--- config.mk ---
export PLATFORM = sky130hd
export DESIGN_NAME = kmer_extractor_flat
export DESIGN_NICKNAME = d
export VERILOG_FILES = /design/src/rtl/kmer_pkg.sv /design/src/rtl/kmer_extractor_if.sv /design/src/rtl/kmer_revcomp.sv /design/src/rtl/kmer_extractor.sv /design/src/flat_wrapper.sv
export SDC_FILE = /design/constraint.sdc
export NUM_CORES = 2
export LEC_CHECK = 0
export CAP_MARGIN = 40
export CORE_AREA = 2 2 620 622
export DETAILED_ROUTE_END_ITERATION = 8
export DIE_AREA = 0 0 622 624
export PLACE_DENSITY = 0.32
export SLEW_MARGIN = 5
export SYNTH_ARGS = -nofsm -noshare
export SYNTH_HDL_FRONTEND = slang
export SYNTH_HIERARCHICAL = 1
export SYNTH_SLANG_ARGS = --single-unit
--- constraint.sdc ---
create_clock -name clk -period 88.5 [get_ports clk]
set_clock_uncertainty 0.1 [all_clocks]
set_input_delay 17.7 -clock clk [delete_from_list [all_inputs] [get_ports clk]]
set_output_delay 17.7 -clock clk [all_outputs]
set_load 0.01 [all_outputs]
--- src/rtl/kmer_pkg.sv ---
// Shared types and constants for the k-mer extractor: base codes, default
// geometry, the k-mer word type and the capture FSM state encoding.
package kmer_pkg;

  localparam int K_DEF       = 16;
  localparam int SEQ_LEN_DEF = 64;
  localparam int KMER_W_DEF  = 2 * K_DEF;

  localparam logic [1:0] BASE_A = 2'b00;
  localparam logic [1:0] BASE_C = 2'b01;
  localparam logic [1:0] BASE_G = 2'b10;
  localparam logic [1:0] BASE_T = 2'b11;

  typedef logic [KMER_W_DEF-1:0] kmer_t;

  typedef enum logic [1:0] {
    IDLE = 2'd0,
    FILL = 2'd1,
    EMIT = 2'd2,
    DONE = 2'd3
  } kmer_state_e;

endpackage

--- src/rtl/kmer_extractor_if.sv ---
// Base-stream input and k-mer array output bundle of the k-mer extractor.
// Handshake: a base moves on a rising edge where baseValid && baseReady; kmersOut
// is stable while kmersValid is high and is released by a kmersAck pulse.
interface kmer_extractor_if #(
  parameter int SEQ_LEN = kmer_pkg::SEQ_LEN_DEF,
  parameter int K       = kmer_pkg::K_DEF
);
  import kmer_pkg::*;

  localparam int KMER_W    = 2 * K;
  localparam int NUM_KMERS = SEQ_LEN - K + 1;

  logic                                 start;
  logic                                 baseValid;
  logic [1:0]                           baseData;
  logic                                 baseReady;
  logic                                 busy;
  logic [NUM_KMERS-1:0][KMER_W-1:0]     kmersOut;
  logic                                 kmersValid;
  logic                                 kmersAck;

  modport master (
    output start, baseValid, baseData, kmersAck,
    input  baseReady, busy, kmersOut, kmersValid
  );

  modport slave (
    input  start, baseValid, baseData, kmersAck,
    output baseReady, busy, kmersOut, kmersValid
  );

endinterface

--- src/rtl/kmer_revcomp.sv ---
// Canonical k-mer select: min(forward, reverse complement) as an unsigned compare.
// The first (most significant) base of fwd becomes the least significant pair of rc.
module kmer_revcomp
  import kmer_pkg::*;
#(
  parameter int K = K_DEF
) (
  input  logic [2*K-1:0] fwd,
  output logic [2*K-1:0] kmer
);

  logic [2*K-1:0] rc;

  always_comb begin
    rc = '0;
    for (int i = 0; i < K; i++) begin
      rc[2*i +: 2] = ~fwd[2*(K-1-i) +: 2];
    end
  end

  assign kmer = (fwd < rc) ? fwd : rc;

endmodule

--- src/rtl/kmer_extractor.sv ---
// Slides a K-base window over one SEQ_LEN-base DNA stream and registers all k-mers.
// Define KMER_CANONICAL_EN to store min(forward, reverse complement) per k-mer.
module kmer_extractor
  import kmer_pkg::*;
#(
  parameter int SEQ_LEN = SEQ_LEN_DEF,
  parameter int K       = K_DEF
) (
  input  logic              clk,
  input  logic              rst,
  kmer_extractor_if.slave   bus,
  output kmer_state_e       dbg_state
);

  localparam int KMER_W    = 2 * K;
  localparam int NUM_KMERS = SEQ_LEN - K + 1;
  localparam int CNT_W     = $clog2(SEQ_LEN + 1);
  localparam int IDX_W     = (NUM_KMERS > 1) ? $clog2(NUM_KMERS) : 1;

  kmer_state_e                       state_q, state_d;
  logic [CNT_W-1:0]                  cnt_q;
  logic [KMER_W-1:0]                 window_q, window_nxt, store_val;
  logic [NUM_KMERS-1:0][KMER_W-1:0]  kmers_q;
  logic                              ready, accept, wr_en, last_base, kth_base;
  logic [IDX_W-1:0]                  wr_idx;

  assign ready      = (state_q == FILL) || (state_q == EMIT);
  assign accept     = bus.baseValid && ready;
  assign last_base  = (cnt_q == CNT_W'(SEQ_LEN - 1));
  assign kth_base   = (cnt_q == CNT_W'(K - 1));
  assign window_nxt = {window_q[KMER_W-3:0], bus.baseData};
  // Once the window is full, base number K+i lands in slot i.
  assign wr_en      = accept && ((state_q == EMIT) || kth_base);
  assign wr_idx     = IDX_W'(cnt_q - CNT_W'(K - 1));

`ifdef KMER_CANONICAL_EN
  kmer_revcomp #(.K(K)) u_revcomp (
    .fwd  (window_nxt),
    .kmer (store_val)
  );
`else
  assign store_val = window_nxt;
`endif

  always_comb begin
    state_d = state_q;
    case (state_q)
      IDLE: if (bus.start) state_d = FILL;
      FILL: begin
        if (accept && last_base)     state_d = DONE;
        else if (accept && kth_base) state_d = EMIT;
      end
      EMIT: if (accept && last_base) state_d = DONE;
      DONE: if (bus.kmersAck) state_d = IDLE;
      default: state_d = IDLE;
    endcase
  end

  always_ff @(posedge clk or posedge rst) begin
    if (rst) state_q <= IDLE;
    else     state_q <= state_d;
  end

  always_ff @(posedge clk or posedge rst) begin
    if (rst) begin
      cnt_q    <= '0;
      window_q <= '0;
      kmers_q  <= '0;
    end else if ((state_q == IDLE) && bus.start) begin
      cnt_q    <= '0;
      window_q <= '0;
      kmers_q  <= '0;
    end else if (accept) begin
      cnt_q    <= cnt_q + CNT_W'(1);
      window_q <= window_nxt;
      if (wr_en) kmers_q[wr_idx] <= store_val;
    end
  end

  assign bus.baseReady  = ready;
  assign bus.busy       = ready;
  assign bus.kmersValid = (state_q == DONE);
  assign bus.kmersOut   = kmers_q;
  assign dbg_state      = state_q;

endmodule

--- src/flat_wrapper.sv ---
// flat-port wrapper written by rule: the top's interface ports become plain ports
module kmer_extractor_flat import kmer_pkg::*;
#(
  parameter int SEQ_LEN = SEQ_LEN_DEF,
  parameter int K       = K_DEF
)
  (clk, rst, dbg_state, bus_start, bus_baseValid, bus_baseData, bus_kmersAck, bus_baseReady, bus_busy, bus_kmersOut, bus_kmersValid);
  kmer_extractor_if #(.SEQ_LEN(SEQ_LEN), .K(K)) bus_i ();
  input  logic clk;
  input  logic rst;
  output kmer_state_e dbg_state;
  input wire logic [$bits(bus_i.start)-1:0] bus_start;
  input wire logic [$bits(bus_i.baseValid)-1:0] bus_baseValid;
  input wire logic [$bits(bus_i.baseData)-1:0] bus_baseData;
  input wire logic [$bits(bus_i.kmersAck)-1:0] bus_kmersAck;
  output wire logic [$bits(bus_i.baseReady)-1:0] bus_baseReady;
  output wire logic [$bits(bus_i.busy)-1:0] bus_busy;
  output wire logic [$bits(bus_i.kmersOut)-1:0] bus_kmersOut;
  output wire logic [$bits(bus_i.kmersValid)-1:0] bus_kmersValid;
  assign bus_i.start = bus_start;
  assign bus_i.baseValid = bus_baseValid;
  assign bus_i.baseData = bus_baseData;
  assign bus_i.kmersAck = bus_kmersAck;
  assign bus_baseReady = bus_i.baseReady;
  assign bus_busy = bus_i.busy;
  assign bus_kmersOut = bus_i.kmersOut;
  assign bus_kmersValid = bus_i.kmersValid;
  kmer_extractor #(.SEQ_LEN(SEQ_LEN), .K(K)) u_core (.clk(clk), .rst(rst), .bus(bus_i), .dbg_state(dbg_state));
endmodule
Yosys cells after proc, flatten, opt, wreduce, memory -nomap -nowiden
Index checks and enable logic that the tools add are counted.
- bits in registers: 1607
- bits of input ports: 7
- output and inout port bits: 1573
- logic and storage cells: 94
- $add $sub $neg: 2
- magnitude comparators: 2
- equality and inequality tests: 9
- mux-type cells: 16
- reductions and logical operators: 13
- operators by type and width (cell ; number):
    $mux 1568 ; 3
    $bwmux 1568 ; 1
    $demux 32 s6 ; 1
    $mux 30 ; 2
    $mux 32 ; 1
    $mux 7 ; 2
    $mux 2 ; 5
    $pmux 2 s4 ; 1
    $add 7x1->7 const B ; 1
    $eq 7x4->1 const B ; 1
    $eq 7x6->1 const B ; 1
    $lt 6x7->1 const B ; 1
    $ge 6x1->1 const B ; 1
    $logic_and 1x1->1 ; 6
    $ne 2x2->1 const B ; 3
    $sub 6x4->6 const B ; 1
    $eq 2x2->1 const B ; 2
    $reduce_and 4->1 ; 1
    $reduce_bool 2->1 ; 2
    $ne 3x3->1 const B ; 1
    $eq 2x1->1 const B ; 1
    $logic_not 2->1 ; 1
    $logic_or 1x1->1 ; 2
    $reduce_and 2->1 ; 1

Depth between registers and ports, before layout
- word-level depth: 9
- mapped depth: 11
- mapped depth without buffers: 7

Least setup slack after synthesis
OpenSTA, ideal clock, no wires.
- path type: input to register
- from: in bus_baseValid
- to: reg u_core.kmers_q (netlist bit u_core/bus.kmersOut[1055])
- setup time: 138 ps
- data arrival time: 19344 ps
- setup slack: 68917 ps
- stages: 9
- buffers on the path: 4
- cells stage by stage: and2_1 buf_2 a22oi_2 buf_2 nor2_2 buf_2 nand2_1 clkbuf_1 o22ai_1
- cells in the longest elaborated chain, start to end: 4
- elaborated cells between the ends (all ways): 5
- classes of those cells: reduce/logical: 5
- ends and longest elaborated chain (element ; RTL line ; RTL):
    start: declaration ; flat_wrapper.sv:13 ; input wire logic [$bits(bus_i.baseValid)-1:0] bus_baseValid;
    $logic_and 1x1->1 (*) ; kmer_extractor.sv:28 ; assign accept = bus.baseValid && ready;
    $logic_and 1x1->1 ; kmer_extractor.sv:33 ; assign wr_en = accept && ((state_q == EMIT) || kth_base);
    $reduce_bool 2->1 (no line) ; n/a ;
    $reduce_and 2->1 (no line) (*) ; n/a ;
    end signal: indexed assignment ; kmer_extractor.sv:76 ; if (wr_en) kmers_q[wr_idx] <= store_val;
    end: declaration ; kmer_extractor.sv:23 ; logic [NUM_KMERS-1:0][KMER_W-1:0] kmers_q;
Every way passes the cells marked *; elsewhere a longest branch is shown, timed or not.
A chain may end at the register's enable or synchronous reset.

==> results.sh <==
export IMPL_grt_max_degree=186
export IMPL_r2r_setup_slack_ns=83.48
export IMPL_tns_ns=0
export IMPL_syn_num_nets=5312
export IMPL_cpPeakStageDelay_ns=0.73
export IMPL_placed_cells=11600
export IMPL_async_reset_ff_share_pct=100
export IMPL_mostFrequentLayoutCells="dfrtp_1 (1607), clkdlybuf4s50_1 (1579), nand2_1 (1065)"
export IMPL_portBuffers=1579
export IMPL_fillers=40400
export IMPL_report_final_slew_viol_count=0
export IMPL_clk_pin_slew_ns=0.05
export IMPL_ctsResizeCount=0
export IMPL_syn_instance_count=5299
export IMPL_timing_rr_start="u_core/dbg_state[0]"
export IMPL_start_kind="input port"
export IMPL_cp_top_family="buffers and inverters"
export IMPL_cts_tree="built"
export IMPL_whs_path_depth=2
export IMPL_die_h_um=624
export IMPL_finalCritPeriodShare_pct=24.6
export IMPL_yosysWarnings=6
export IMPL_cts_inserted_buffers=206
export IMPL_fin_nets=6780
export IMPL_ys_seq_elements=1607
export IMPL_regToRegEndpoint="u_core/bus.kmersOut[1263]"
export IMPL_p_leak_nw=42.2
export IMPL_synth_main_ff_cell="dfrtp_1"
export IMPL_maxSlewHeadroom_pct=26.7
export IMPL_rsz0062_at_grt="false"
export IMPL_synth_edf_count=0
export IMPL_worstPathArrival_ns=22.67
export IMPL_holdPathEnd="u_core/bus.kmersOut[685]"
export IMPL_grt_pass1_vias=50100
export IMPL_ant_nets=0
export IMPL_required_ns=89.43
export IMPL_crit_start="rst"
export IMPL_cts_hold_fix_buffers=0
export IMPL_core_area_sq_um=381000
export IMPL_wl_per_cell_um=30.1
export IMPL_clkLatencyLatePin_ns=0.90
export IMPL_cp_max_fo=56
export IMPL_cts_path_max_buffers=4
export IMPL_grtUsageTotal_pct=18.0
export IMPL_grt_first_pass_wirelength_mm=482
export IMPL_cts_root_buf="clkbuf_16"
export IMPL_fmax_mhz=46.0
export IMPL_die_area_sq_um=388000
export IMPL_cts_setup_buffers=0
export IMPL_avgSynthCellArea_sq_um=11.8
export IMPL_rr_worst_depth=10
export IMPL_hold_class="register to register"
export IMPL_dp_hpwl_mm=252
export IMPL_via_per_inst=4.03
export IMPL_min_from="u_core/bus.kmersOut[685]"
export IMPL_critPathCaptureType="asynchronous set/reset pin"
export IMPL_path_cells="clkdlybuf4s50_1 > inv_8 > buf_4 > buf_4 > buf_4 > buf_4 > buf_4 > buf_4 > buf_16"
export IMPL_cts_max_level=4
export IMPL_synth_area_sq_um=62600
export IMPL_ios=1580
export IMPL_clock_sinks=1607
export IMPL_synth_cell_type_count=54
export IMPL_tightest_slew_ns=1.10
export IMPL_place_congestion=0.776
export IMPL_timing_hold_violations_final=0
export IMPL_drive_gt1_share_pct=9.48
export IMPL_syn2layout_area_growth_pct=47.8
export IMPL_worst_path_buf_inv=9
export IMPL_critical_path_class="input port to asynchronous set/reset pin"
export IMPL_final_util_pct=24.3
export IMPL_layout_commonest_cell="dfrtp_1"
export IMPL_num_rows=227
export IMPL_wirelength_mm=361
export IMPL_cpMostUsedCell="buf_4"
export IMPL_drt_pass1_iterations=5
export IMPL_ys_seq_area_share_pct=64.3
export IMPL_route_detailed_drc=0
export IMPL_fin_crit_ns=21.74
export IMPL_crit_slowest_cell="buf_4"
export IMPL_start_util_pct=16.4
export IMPL_drv_cap=0
export IMPL_setup_viol=0
export IMPL_ir_drop_v=0.0000164
export IMPL_grt_overflow=0
export IMPL_status="complete, no violations"
export IMPL_antenna_found_initial=14
export IMPL_die_w_um=622
export IMPL_drtIter0Drc=2932
export IMPL_vias=48300
export IMPL_p_per_area_nw_per_um2=20.0
export IMPL_fin_cells=12000
[cells in the mapped netlist (all sizes together) (2+ instances only)]
| cell type | count | area [sq um] |
|---|---|---|
| a31oi | 9 | 56.3 |
| ha | 6 | 75.1 |
| clkbuf | 400 | 1510 |
| nand3 | 290 | 1450 |
| nor2 | 20 | 80.1 |
| nand2b | 3 | 18.8 |
| a21oi | 46 | 230 |
| nor4 | 2 | 25.0 |
| xnor2 | 7 | 61.3 |
| inv | 10 | 37.5 |
| and2 | 8 | 50.1 |
| o211ai | 5 | 37.5 |
| o2bb2ai | 472 | 4130 |
| mux2i | 744 | 7450 |
| nand4 | 8 | 50.1 |
| and3 | 4 | 25.0 |
| o22ai | 18 | 113 |
| xor2 | 5 | 51.3 |
| nand2 | 1121 | 4210 |
| a21o | 2 | 15.0 |
| o21ai | 335 | 1680 |
| buf | 147 | 722 |
| nor3 | 5 | 35.0 |
| a211oi | 5 | 47.5 |
| dfrtp | 1607 | 40200 |
[sequential cells by signal (all words and copies together) (netlist names)]
signal / flops
u_core/window_q: 30
u_core/bus.kmersOut: 1568
u_core/cnt_q: 7
u_core/dbg_state: 2
[worst max path at each step]
| stage | to | slack [ns] | cells past startpoint |
|---|---|---|---|
| floorplan | u_core/bus.kmersOut[0] | 25.35 | 1 |
| global placement | u_core/bus.kmersOut[545] | 64.89 | 8 |
| detailed placement | u_core/bus.kmersOut[679] | 65.14 | 9 |
| CTS | u_core/bus.kmersOut[31] | 66.13 | 9 |
| global route | u_core/bus.kmersOut[703] | 66.16 | 9 |
| finish | u_core/bus.kmersOut[674] | 66.76 | 9 |
[layer usage]
layer,wire (um),vias up,global-route usage (%)
li1,-,21300,-
met1,138000,25200,20.3
met2,185000,1346,32.4
met3,23000,418,4.88
met4,14700,0,6.57
met5,0,-,0
[through the flow]
| stage | power, mW | setup slack [ns] | hold slack, ns | area [sq um] |
|---|---|---|---|---|
| after floorplan | 0.880 | 25.35 | 0.414 | 62600 |
| after global placement | 1.01 | 64.89 | 0.365 | 84400 |
| after detailed placement | 1.01 | 65.14 | 0.370 | 85500 |
| after CTS | 1.90 | 66.13 | 0.382 | 92400 |
| after global routing | 1.93 | 66.16 | 0.395 | 92500 |
| final | 1.85 | 66.76 | 0.378 | 92500 |
[area by class of cell]
| cell class | instances | area [sq um] | share of cell area [%] |
|---|---|---|---|
| diodes | 15 | 37.5 | 0.0406 |
| clock buffers | 314 | 6110 | 6.61 |
| clock inverters | 59 | 716 | 0.774 |
| inverters | 10 | 45.0 | 0.0487 |
| multi-input cells | 3135 | 20700 | 22.3 |
| flip-flops and latches | 1607 | 40200 | 43.5 |
| well taps | 5038 | 6300 | 6.82 |
| repair buffers | 1807 | 18400 | 19.9 |
[tightest hold or removal path: cells and delay by family (launching register included)]
family	cells	cell delay, ns
compound gates	1	0.06
flops	1	0.34
simple gates	1	0.04
[logic make-up after synthesis]
group | after synthesis | share of synthesized area (%)
buffers and inverters | 557 | 3.63
XOR/XNOR | 12 | 0.180
flip-flops | 1607 | 64.3
multiplexers | 745 | 11.9
adder cells (fa/ha/maj) | 6 | 0.120
AO/OA/AOI/OAI | 904 | 10.3
AND/OR/NAND/NOR | 1468 | 9.63
[where the power goes]
| group | leakage, nW | switching (mW) | internal [mW] |
|---|---|---|---|
| Clock | 3.36 | 0.360 | 0.502 |
| Combinational | 16.4 | 0.202 | 0.0375 |
| Sequential | 22.5 | 0.0102 | 0.739 |
| Total | 42.2 | 0.573 | 1.28 |
Note: power is estimated with default switching activity, not from simulation.
